**config.mk**
```make
export PLATFORM = sky130hd
export DESIGN_NAME = adc_dac_frame_scheduler
export DESIGN_NICKNAME = d
export VERILOG_FILES = /design/src/rtl/adc_dac_frame_scheduler_pkg.sv /design/src/rtl/adc_dac_frame_scheduler_sample_period_timer.sv /design/src/rtl/adc_dac_frame_scheduler.sv
export SDC_FILE = /design/constraint.sdc
export NUM_CORES = 1
export LEC_CHECK = 0
export CAP_MARGIN = 20
export CORE_MARGIN = 8
export CORE_UTILIZATION = 55
export DETAILED_ROUTE_END_ITERATION = 10
export PLACE_DENSITY = 0.86
export RECOVER_POWER = 100
export SYNTH_ARGS = -nofsm -noshare
export SYNTH_HDL_FRONTEND = slang
export SYNTH_HIERARCHICAL = 1
export SYNTH_SLANG_ARGS = --single-unit
```
**constraint.sdc**
```tcl
create_clock -name i_serial_clock -period 4.27 [get_ports i_serial_clock]
set_input_delay 0.854 -clock i_serial_clock [delete_from_list [all_inputs] [get_ports i_serial_clock]]
set_output_delay 0.854 -clock i_serial_clock [all_outputs]
set_load 0.02 [all_outputs]
```
**src/rtl/adc_dac_frame_scheduler_pkg.sv**
```systemverilog
// rtl/adc_dac_frame_scheduler_pkg.sv - shared types and widths for the ADC/DAC frame scheduler
// Purpose: FSM state encoding, ADC/DAC word widths and the sample-to-DAC expansion helper.
// Ports: none (package).
package adc_dac_frame_scheduler_pkg;

  localparam int ADC_W = 8;
  localparam int DAC_W = 12;

  typedef enum logic [2:0] {
    ST_IDLE      = 3'd0,
    ST_ADC_FRAME = 3'd1,
    ST_GAP       = 3'd2,
    ST_DAC_FRAME = 3'd3,
    ST_LOAD      = 3'd4
  } state_t;

  // The 8-bit sample becomes the top of the 12-bit DAC word; its upper nibble
  // is replicated into the low bits so full scale maps to full scale.
  function automatic logic [DAC_W-1:0] expand_sample(input logic [ADC_W-1:0] s);
    return {s, s[ADC_W-1 -: 4]};
  endfunction

endpackage

```
**src/rtl/adc_dac_frame_scheduler_sample_period_timer.sv**
```systemverilog
// rtl/adc_dac_frame_scheduler_sample_period_timer.sv - programmable sample-period timer
// Purpose: holds the period register and free-running counter, raises trigger at count 0.
// Ports:
//   i_serial_clock  serial clock, rising edge
//   i_reset         synchronous, active-high
//   i_enable        counter runs while high, held at 0 while low
//   i_period_load   1-cycle strobe: load i_period_value (0 is treated as 1)
//   i_period_value  new period in serial clocks
//   o_trigger       combinational: enable and counter at 0
module sample_period_timer #(
  parameter int PERIOD_WIDTH   = 16,
  parameter int DEFAULT_PERIOD = 64
) (
  input  logic                    i_serial_clock,
  input  logic                    i_reset,
  input  logic                    i_enable,
  input  logic                    i_period_load,
  input  logic [PERIOD_WIDTH-1:0] i_period_value,
  output logic                    o_trigger
);

  logic [PERIOD_WIDTH-1:0] r_period;
  logic [PERIOD_WIDTH-1:0] r_counter;
  logic [PERIOD_WIDTH-1:0] w_load_value;
  logic [PERIOD_WIDTH-1:0] w_eff_period;
  logic [PERIOD_WIDTH:0]   w_cnt_inc;

  // A period loaded this cycle already governs the wrap decision, so a counter
  // beyond the new period wraps on the very next edge.
  always_comb begin
    w_load_value = (i_period_value == '0) ? PERIOD_WIDTH'(1) : i_period_value;
    w_eff_period = i_period_load ? w_load_value : r_period;
    w_cnt_inc    = {1'b0, r_counter} + (PERIOD_WIDTH+1)'(1);
  end

  always_ff @(posedge i_serial_clock) begin
    if (i_reset) begin
      r_period  <= PERIOD_WIDTH'(DEFAULT_PERIOD);
      r_counter <= '0;
    end else begin
      if (i_period_load) begin
        r_period <= w_load_value;
      end
      if (!i_enable) begin
        r_counter <= '0;
      end else if (w_cnt_inc >= {1'b0, w_eff_period}) begin
        r_counter <= '0;
      end else begin
        r_counter <= w_cnt_inc[PERIOD_WIDTH-1:0];
      end
    end
  end

  assign o_trigger = i_enable && (r_counter == '0);

endmodule

```
**src/rtl/adc_dac_frame_scheduler.sv**
```systemverilog
// rtl/adc_dac_frame_scheduler.sv - ADC sample / DAC update round-trip sequencer
// Purpose: per sample period runs ADC frame, gap, DAC frame and ldac pulse; captures the
//          ADC sample, expands it to the DAC word and flags dropped triggers.
// Ports:
//   i_serial_clock, i_reset (sync, active-high), i_enable, i_period_load, i_period_value,
//   i_clear_overrun, i_adc_sample (valid on last ADC frame cycle)
//   o_sync_adc, o_sync_dac, o_ldac (active low), o_dac_word, o_sample_data,
//   o_sample_valid, o_busy, o_overrun (sticky)
module adc_dac_frame_scheduler
  import adc_dac_frame_scheduler_pkg::*;
#(
  parameter int FRAME_BITS     = 16,
  parameter int IDLE_GAP       = 2,
  parameter int LDAC_WIDTH     = 1,
  parameter int PERIOD_WIDTH   = 16,
  parameter int DEFAULT_PERIOD = 64
) (
  input  logic                    i_serial_clock,
  input  logic                    i_reset,
  input  logic                    i_enable,
  input  logic                    i_period_load,
  input  logic [PERIOD_WIDTH-1:0] i_period_value,
  input  logic                    i_clear_overrun,
  input  logic [ADC_W-1:0]        i_adc_sample,
  output logic                    o_sync_adc,
  output logic                    o_sync_dac,
  output logic                    o_ldac,
  output logic [DAC_W-1:0]        o_dac_word,
  output logic [ADC_W-1:0]        o_sample_data,
  output logic                    o_sample_valid,
  output logic                    o_busy,
  output logic                    o_overrun
);

  // Gap and ldac lengths share the frame phase counter and must fit in it.
  localparam int PHASE_W = $clog2(FRAME_BITS);
  localparam logic [PHASE_W-1:0] FRAME_LAST = PHASE_W'(FRAME_BITS - 1);
  localparam logic [PHASE_W-1:0] GAP_LAST   = PHASE_W'(IDLE_GAP - 1);
  localparam logic [PHASE_W-1:0] LDAC_LAST  = PHASE_W'(LDAC_WIDTH - 1);

  state_t             r_state;
  state_t             w_next_state;
  logic [PHASE_W-1:0] r_phase;
  logic [PHASE_W-1:0] w_next_phase;
  logic               w_trigger;
  logic               w_capture;
  logic               w_drop;
  logic               w_sync_adc_d;
  logic               w_sync_dac_d;
  logic               w_ldac_d;
  logic               w_busy_d;

  sample_period_timer #(
    .PERIOD_WIDTH  (PERIOD_WIDTH),
    .DEFAULT_PERIOD(DEFAULT_PERIOD)
  ) u_timer (
    .i_serial_clock(i_serial_clock),
    .i_reset       (i_reset),
    .i_enable      (i_enable),
    .i_period_load (i_period_load),
    .i_period_value(i_period_value),
    .o_trigger     (w_trigger)
  );

  always_ff @(posedge i_serial_clock) begin
    if (i_reset) begin
      r_state <= ST_IDLE;
      r_phase <= '0;
    end else begin
      r_state <= w_next_state;
      r_phase <= w_next_phase;
    end
  end

  always_comb begin
    w_next_state = r_state;
    w_next_phase = r_phase + PHASE_W'(1);
    case (r_state)
      ST_IDLE: begin
        w_next_phase = '0;
        if (w_trigger) w_next_state = ST_ADC_FRAME;
      end
      ST_ADC_FRAME: begin
        if (r_phase == FRAME_LAST) begin
          w_next_state = ST_GAP;
          w_next_phase = '0;
        end
      end
      ST_GAP: begin
        if (r_phase == GAP_LAST) begin
          w_next_state = ST_DAC_FRAME;
          w_next_phase = '0;
        end
      end
      ST_DAC_FRAME: begin
        if (r_phase == FRAME_LAST) begin
          w_next_state = ST_LOAD;
          w_next_phase = '0;
        end
      end
      ST_LOAD: begin
        if (r_phase == LDAC_LAST) begin
          w_next_state = ST_IDLE;
          w_next_phase = '0;
        end
      end
      default: begin
        w_next_state = ST_IDLE;
        w_next_phase = '0;
      end
    endcase
  end

  // Strobes are decoded from the next state so the registered outputs line up
  // with the state they describe.
  always_comb begin
    w_sync_adc_d = (w_next_state != ST_ADC_FRAME);
    w_sync_dac_d = (w_next_state != ST_DAC_FRAME);
    w_ldac_d     = (w_next_state != ST_LOAD);
    w_busy_d     = (w_next_state != ST_IDLE);
    w_capture    = (r_state == ST_ADC_FRAME) && (r_phase == FRAME_LAST);
    w_drop       = w_trigger && (r_state != ST_IDLE);
  end

  always_ff @(posedge i_serial_clock) begin
    if (i_reset) begin
      o_sync_adc     <= 1'b1;
      o_sync_dac     <= 1'b1;
      o_ldac         <= 1'b1;
      o_busy         <= 1'b0;
      o_sample_valid <= 1'b0;
      o_sample_data  <= '0;
      o_dac_word     <= '0;
      o_overrun      <= 1'b0;
    end else begin
      o_sync_adc     <= w_sync_adc_d;
      o_sync_dac     <= w_sync_dac_d;
      o_ldac         <= w_ldac_d;
      o_busy         <= w_busy_d;
      o_sample_valid <= w_capture;
      if (w_capture) begin
        o_sample_data <= i_adc_sample;
        o_dac_word    <= expand_sample(i_adc_sample);
      end
      // A new drop takes priority over a simultaneous clear.
      if (w_drop) begin
        o_overrun <= 1'b1;
      end else if (i_clear_overrun) begin
        o_overrun <= 1'b0;
      end
    end
  end

endmodule

```
======== Word level (Yosys, flattened, before mapping) ========
Index checks and enable logic that the tools add are counted.
cells by class
  $add $sub $neg .......................... 2
  order comparisons ....................... 1
  equal/unequal tests ..................... 9
  mux-type cells .......................... 14
  bitwise gates (word level) .............. 1
  reduce and logical (&&, ||, !) cells .... 12
operators with widths
  operator               number
  $logic_not 16->1       2
  $mux 16                2
  $add 16x1->17 const B  1
  $ge 17x16->1           1
  $mux 3                 5
  $pmux 3 s5             1
  $mux 4                 3
  $pmux 4 s3             1
  $eq 3x2->1 const B     2
  $reduce_bool 3->1      2
  $add 4x1->4 const B    1
  $eq 4x1->1 const B     1
  $eq 4x4->1 const B     1
  $logic_not 4->1        1
  $eq 3x1->1 const B     1
  $eq 3x3->1 const B     1
  $logic_and 1x1->1      3
  $logic_not 3->1        1
  $ne 3x1->1 const B     1
  $ne 3x2->1 const B     1
  $ne 3x3->1 const B     1
  $reduce_or 3->1        1
  $mux 1                 2
  $reduce_bool 2->1      1
  other kinds (2)        2
storage, ports and cells
  register bits ........................... 65
  word-level logic and storage cells ...... 51

======== Depth between registers and ports, before layout ========
Gate-level depths: netlist of the first run.
  word-level depth ........................ 5
  depth in mapped cells ................... 11

======== Hierarchy ========
Netlist of the first run, hierarchy kept.
modules (own cells, without submodules)
  module                   times used  cells each  area an instance (um^2)  seq. area each (um^2)
  sample_period_timer      1           183         1,741.7                  640.6
  adc_dac_frame_scheduler  1           108         973.4                    420.4

======== Worst setup path before layout of the first run ========
OpenSTA, ideal clock, no wires.
  path kind ............................... input port to flip-flop
  from .................................... input port i_period_load
  to ...................................... register u_timer.r_counter[4]
  library setup time ...................... 0.058 ns
  arrival ................................. 2.833 ns
  slack ................................... 1.379 ns
  stages on the path ...................... 9
  cells stage by stage .................... buf_2 > buf_2 > mux2i_1 > ha_1 > a21oi_1 > a21boi_0 > o311ai_1 > nand3_1 > and2b_1
on the way
  word-level cells in the longest chain between the ends .. 3
ends and longest elaborated chain
  element                           RTL line                                           text
  start: declaration                adc_dac_frame_scheduler.sv:21                      input logic i_period_load,
  $mux 16                           adc_dac_frame_scheduler_sample_period_timer.sv:32  w_eff_period = i_period_load ? w_load_value : r_period;
  $ge 17x16->1                      adc_dac_frame_scheduler_sample_period_timer.sv:46  end else if (w_cnt_inc >= {1'b0, w_eff_period}) begin
  $reduce_or 3->1 (no source line)  -
  end signal: assignment            adc_dac_frame_scheduler_sample_period_timer.sv:49  r_counter <= w_cnt_inc[PERIOD_WIDTH-1:0];
  end: declaration                  adc_dac_frame_scheduler_sample_period_timer.sv:23  logic [PERIOD_WIDTH-1:0] r_counter;
No other way between the ends.
A chain may end at the register's enable or synchronous reset.

======== Worst setup path after layout of the first run ========
  from .................................... input port i_period_load
  to ...................................... register u_timer.r_counter[3]
The elaborated chain is that of the path after synthesis.

==> results.toml, run 1 <==
[synth]
synth_seq_cells = 53
synth-edff-count = 0
synth_area_um2 = 2715
yosysWarnings = 6
async_flop_share_pct = 0
syn-num-nets = 341
avgSynthCellArea_um2 = 9.330
seq_area_frac_synth_pct = 39.08
synth_cell_type_count = 50
ys.flop_type = "dfxtp_1"
syn-instance-count = 291

[timing]
finClkSkew_ns = 0.004793
rsz0062_at_grt = "no"
finalHoldViolations = 0
finalSetupViolations = 0
tightest_slew_ns = 1.475
fmax_ghz = 0.2853
worst_slack_ns = 0.7655
fin_crit_sh_pct = 82.07
relSlewSlack_pct = 1.691
fin_setup_tns_ns = 0
slew_violations = 0
period_minus_slack_ns = 3.505

[status]
status = "complete, no violations"

[setup_path]
r2r_slack_ns = 1.27
endpoint_kind = "register"
rr_worst_depth = 11
crit_slowest_cell = "dlygate4sd3_1"
r2r-start = "u_timer/r_counter[0]"
cp.required_ns = 4.51
crit_fanout = 9
arrival_ns = 3.74
path_class = "input pin to register"
crit_cells = 8
path_cells = "dlygate4sd3_1 -> mux2i_1 -> ha_1 -> a21oi_1 -> a21boi_0 -> o311ai_0 -> nand4_1 -> nor2b_1"
cpLargestDelayFamily = "buffers and inverters"
path_buf_inv = 1
cp-start-kind = "input pin"
timing.rr.end = "u_timer/r_counter[3]"
max_stage_delay_ns = 0.77

[grt]
top_usage_layer = "met2"
grt_max_degree = 34
grt_pass1_vias = 2139
grt_overflow = 0
grt_use_met3_pct = 3.119
grt.total_usage_pct = 16.16
met1_usage_pct = 18.45
grt_pass1_wl_um = 9742
use_met2_pct = 28.55
antenna_found_initial = 0

[cts]
clock_sinks = 53
h-tree-depth = 2
cts_tree = "yes"
post_cts_buffers = 0
cts_resized = 0
cts_hold_buf = 0
clock_path_buffers = 2
cts_buffers = 5
clock_latency_ns = 0.31
cts_root_buffer = "clkbuf_8"
clkTransAtPathRegs_ns = 0.09

[die]
die-area_um2 = 7441
rows = 25
core_area_um2 = 4755
start_util_pct = 57.11
ios = 55
dieHeight_um = 86.26
die_w_um = 86.26

[power]
peakVddDrop_v = 0.0001901
p_leak_nw = 1.407
powerDensity_nw_per_um2 = 269.3

[place]
portBuffers = 54
dp.cells = 394
gp_congestion = 0.8807
pre_cts_ws_ns = 0.7039
dpl.hpwl_um = 4590

[finish]
diodes = 0
nFillCells = 383
syn_to_final_growth_pct = 21.34
nets = 384
stdcell_count = 402
drive_gt1_share_pct = 6.866

[worst_hold_path]
hold_path_depth = 2
hold_path_end = "o_dac_word[4]"
hold_start = "o_dac_word[4]"
hold_class = "register to register"

[detailed_routing]
detail_route.iter0.violations = 103
routed_wl_um = 5880
routedWlPerCell_um = 14.63
drt_first_pass_iters = 4
viasPerCell = 5.209
num_vias = 2094
drc = 0
antenna_left = 0

[flow_run]
maxCapViolCount = 0
==> synth_stat cells, types with 2 or more instances <==
library cell | number | area share, %
a21oi_1 | 17 | 3.1
and3_4 | 3 | 1.2
nor3b_1 | 2 | 0.55
nand3_1 | 12 | 2.2
a31oi_1 | 2 | 0.46
nand2_1 | 27 | 3.7
and2b_1 | 3 | 0.83
xor2_2 | 2 | 1.2
and3_1 | 4 | 0.92
nor2_1 | 26 | 3.6
nor4b_1 | 2 | 0.65
clkbuf_1 | 4 | 0.55
mux2i_1 | 15 | 5.5
inv_1 | 7 | 0.97
o21ai_0 | 3 | 0.55
nor4_1 | 5 | 1.2
buf_2 | 3 | 0.55
ha_1 | 21 | 9.7
dfxtp_1 | 53 | 39
nor3_1 | 6 | 1.1
a41oi_1 | 2 | 0.65
nor2b_1 | 12 | 2.8
nand4_1 | 3 | 0.69
nand2b_1 | 5 | 1.2
xnor2_1 | 8 | 2.6
buf_4 | 13 | 3.6
xor2_1 | 8 | 2.6
==> metrics by stage <==
step | power (mW) | hold slack [ns] | area [um^2] | util, %
after floorplan | 0.5806 | 0.4490 | 2715 | -
after CTS | 0.8958 | 0.4778 | 3309 | 69.61
after global placement | 0.6246 | 0.4554 | 3227 | 67.87
final | 0.8871 | 0.4670 | 3294 | 69.29
after detailed placement | 0.6285 | 0.4647 | 3227 | 67.87
after global routing | 0.9298 | 0.4962 | 3294 | 69.29
==> cell families after synthesis <==
logic type | after synthesis | synth area share (%)
DFF | 53 | 39.08
AOI/OAI and AO/OA | 33 | 7.604
adders and majority gates | 21 | 9.677
and+or+nand+nor | 124 | 26.08
xor gates and xnor gates | 18 | 6.360
buffers and inverters | 27 | 5.668
muxes | 15 | 5.530
==> flip-flops by register name, summed over array words and instances (netlist names) <==
register / cells
o_sync_adc: 1
o_overrun: 1
o_ldac: 1
u_timer/r_period: 16
r_state: 3
o_dac_word: 8
u_timer/r_counter: 16
o_sync_dac: 1
o_sample_valid: 1
o_busy: 1
r_phase: 4
==> worst reg2reg max path, delay by kind of cell, from the launching register on <==
family	cells	cell delay, ns
fa+ha+maj	2	0.59
simple gates	5	1.21
xor+xnor	1	0.20
compound gates	3	0.50
flops	1	0.44
==> cell type report <==
class | instances | area [um^2] | area share (%)
clock buffers | 6 | 72.57 | 2.203
well taps | 67 | 83.83 | 2.545
clock inverters | 2 | 10.01 | 0.3038
repair buffers | 56 | 551.8 | 16.75
multi-input cells | 211 | 1489 | 45.20
inverters | 7 | 26.28 | 0.7976
flip-flops and latches | 53 | 1061 | 32.21
==> metal layers <==
layer,part of all wire [%],wire (um)
met3,3.1,181
met4,1.9,112
met5,0,0
met1,44,2563
met2,51,3023
==> how the worst max path moves through the flow <==
stage | from | to
finish | i_period_load | u_timer/r_counter[3]
floorplan | i_period_load | u_timer/r_counter[4]
global placement | i_period_load | u_timer/r_counter[2]
CTS | i_period_load | u_timer/r_counter[2]
global route | i_period_load | u_timer/r_counter[7]
detailed placement | i_period_load | u_timer/r_counter[14]
==> layout by cell type, fill, tap and decap left out, types with 4 or more instances in the layout <==
| master | Yosys | routed |
|---|---|---|
| inv_1 | 7 | 7 |
| nand2_1 | 27 | 27 |
| xnor2_1 | 8 | 8 |
| xor2_1 | 8 | 8 |
| clkbuf_8 | 0 | 5 |
| nor2b_1 | 12 | 12 |
| nor3_1 | 6 | 6 |
| clkdlybuf4s50_1 | 0 | 26 |
| nand4_1 | 3 | 4 |
| nor4_1 | 5 | 5 |
| nand3_1 | 12 | 12 |
| dlygate4sd3_1 | 0 | 28 |
| mux2i_1 | 15 | 15 |
| nand2b_1 | 5 | 5 |
| ha_1 | 21 | 21 |
| nor2_1 | 26 | 26 |
| and3_1 | 4 | 4 |
| a21oi_1 | 17 | 17 |
| dfxtp_1 | 53 | 53 |
==> power by group <==
part	internal, mW	leakage [nW]	switching, mW
registers	0.507	0.432	0.00626
logic	0.0521	0.930	0.0497
clock network	0.114	0.0450	0.158
total	0.673	1.41	0.214
No activity file was read; power rests on OpenSTA's default activity.
==> run 2, diff against run 1 <==
- CORE_UTILIZATION: 55 -> 46
- PLACE_DENSITY: 0.86 -> 0.77
- clock period: 4.27 -> 3.05 ns (I/O delays scaled with it)
==> run 2 against run 1 <==
Compared with the run above: critical path type unchanged; routed wire length down 4.4%; worst setup slack worse by 0.58 ns; clock power up 46%; clock skew up 0.0074 ns; count of clock-buffer cells in the layout up 1; sequential share of layout area down 0.55 points; die area up 16%; sequential power up 40%; cell count up 3.7%; non-clock buffer count up 8; global-route usage down 3.1 points.
==> results.toml, run 2 (same netlist as run 1, synthesis figures left out) <==
[finish]
largestRegisters = "u_timer/r_counter (16), u_timer/r_period (16), o_dac_word (8)"
post-route-cell-area_um2 = 3352
final_common_cell = "dfxtp_1"
nFillCells = 513
diodes = 0
nets = 392
syn_to_final_growth_pct = 23.46
drive_gt1_share_pct = 8.187
final_cell_mix = "53 x dfxtp_1, 28 x dlygate4sd3_1, 27 x nand2_1, 26 x nor2_1, 26 x clkdlybuf4s50_1"

[detailed_routing]
num_vias = 2081
detail_route.iter0.violations = 79
antenna_left = 0
viasPerCell = 4.990
routedWlPerCell_um = 13.48
drc = 0
routed_wl_um = 5620
drt_first_pass_iters = 4

[place]
placement.cell_area_um2 = 3297
portBuffers = 54
dpl.hpwl_um = 4458
pre_cts_ws_ns = -0.04069
gp_congestion = 0.8405

[die]
core_area_um2 = 5816
die-area_um2 = 8616
rows = 28
dieHeight_um = 92.83
die_w_um = 92.83
ios = 55
start_util_pct = 46.69

[grt]
grt_max_degree = 33
grt_pass1_vias = 1992
antenna_found_initial = 0
grt_pass1_wl_um = 9308
grt_overflow = 0
grt.total_usage_pct = 13.11

[setup_path]
endpoint_kind = "register"
cp-start-kind = "input pin"
cp.required_ns = 3.30
crit_fanout = 7
path_class = "input pin to register"
arrival_ns = 3.11

[cts]
clkTransAtPathRegs_ns = 0.08
cts_root_buffer = "clkbuf_8"
cts_resized = 0
cts_buffers = 5
cts_hold_buf = 0
clock_sinks = 53
h-tree-depth = 2
post_cts_buffers = 0
clock_latency_ns = 0.31
cts_tree = "yes"
clock_path_buffers = 2

[timing]
rsz0062_at_grt = "no"
tightest_slew_ns = 1.351
slew_violations = 0
relSlewSlack_pct = 9.954
finClkSkew_ns = 0.01224
finalSetupViolations = 0
finalHoldViolations = 0
period_minus_slack_ns = 2.867
fin_setup_tns_ns = 0
fmax_ghz = 0.3488
fin_crit_sh_pct = 94.01
worst_slack_ns = 0.1827

[status]
status = "complete, no violations"

[power]
p_leak_nw = 1.431
powerDensity_nw_per_um2 = 376.6
peakVddDrop_v = 0.0001756

[flow_run]
maxCapViolCount = 0

[worst_hold_path]
hold_class = "register to register"
## run 2: cell count changes in the layout (fill, tap and decap cells not counted)
cell      previous run  this run
buf_4                1         7
nand4_4              1         0
o311ai_0             1         0
clkbuf_8             5         6
clkbuf_1             2         4
o311ai_1             0         1
nand4_2              0         1
clkinv_2             2         0
## run 2: report_power, final
part           leakage, nW  internal, mW  switching, mW  total, mW
combinational        0.955        0.0782         0.0719      0.150
clock               0.0443         0.181          0.215      0.396
sequential           0.432         0.710        0.00713      0.717
total                 1.43         0.968          0.294       1.26
## run 2: path summary, 6_finish.rpt
check / slack [ns] / cells past startpoint / startpoint / end
min: 0.46 / 2 / o_overrun / o_overrun
max: 0.18 / 9 / i_period_load / u_timer/r_counter[2]
max reg2reg: 0.38 / 11 / u_timer/r_counter[1] / u_timer/r_counter[2]
min reg2reg: 0.46 / 2 / o_overrun / o_overrun
## run 2: stage by stage
step	instances	utilization [%]	total power, mW	hold WS [ns]
finish	417	57.64	1.262	0.4649
global route	417	57.64	1.313	0.4912
CTS	417	58.18	1.277	0.4728
detailed placement	410	56.69	0.8879	0.4619
global placement	410	56.69	0.8845	0.4565
floorplan	291	-	0.8128	0.4490
## run 2: critical path, cell delays in order
cell           delay [ns]
dlygate4sd3_1        0.65
buf_4                0.16
mux2i_1              0.26
ha_1                 0.29
nand3_1              0.08
a21boi_0             0.09
o311ai_1             0.41
nand3_1              0.29
and2b_1              0.27
## run 2: final cells by class
cell class              count  area [um^2]  area share [%]
multi-input cells         211         1480           44.16
flip-flops and latches     53         1061           31.65
repair buffers             64        604.3           18.03
well taps                  75        93.84           2.800
clock buffers               7        86.33           2.576
inverters                   7        26.28          0.7839
## run 2: layer usage
layer  part of all wire, %  GRT usage, %  vias to the layer above
li1                      -             -                     1093
met3                   3.4         2.751                        6
met1                    46         15.29                      949
met4                   1.4         4.430                        0
met2                    50         23.14                       33
met5                     0             0                        -
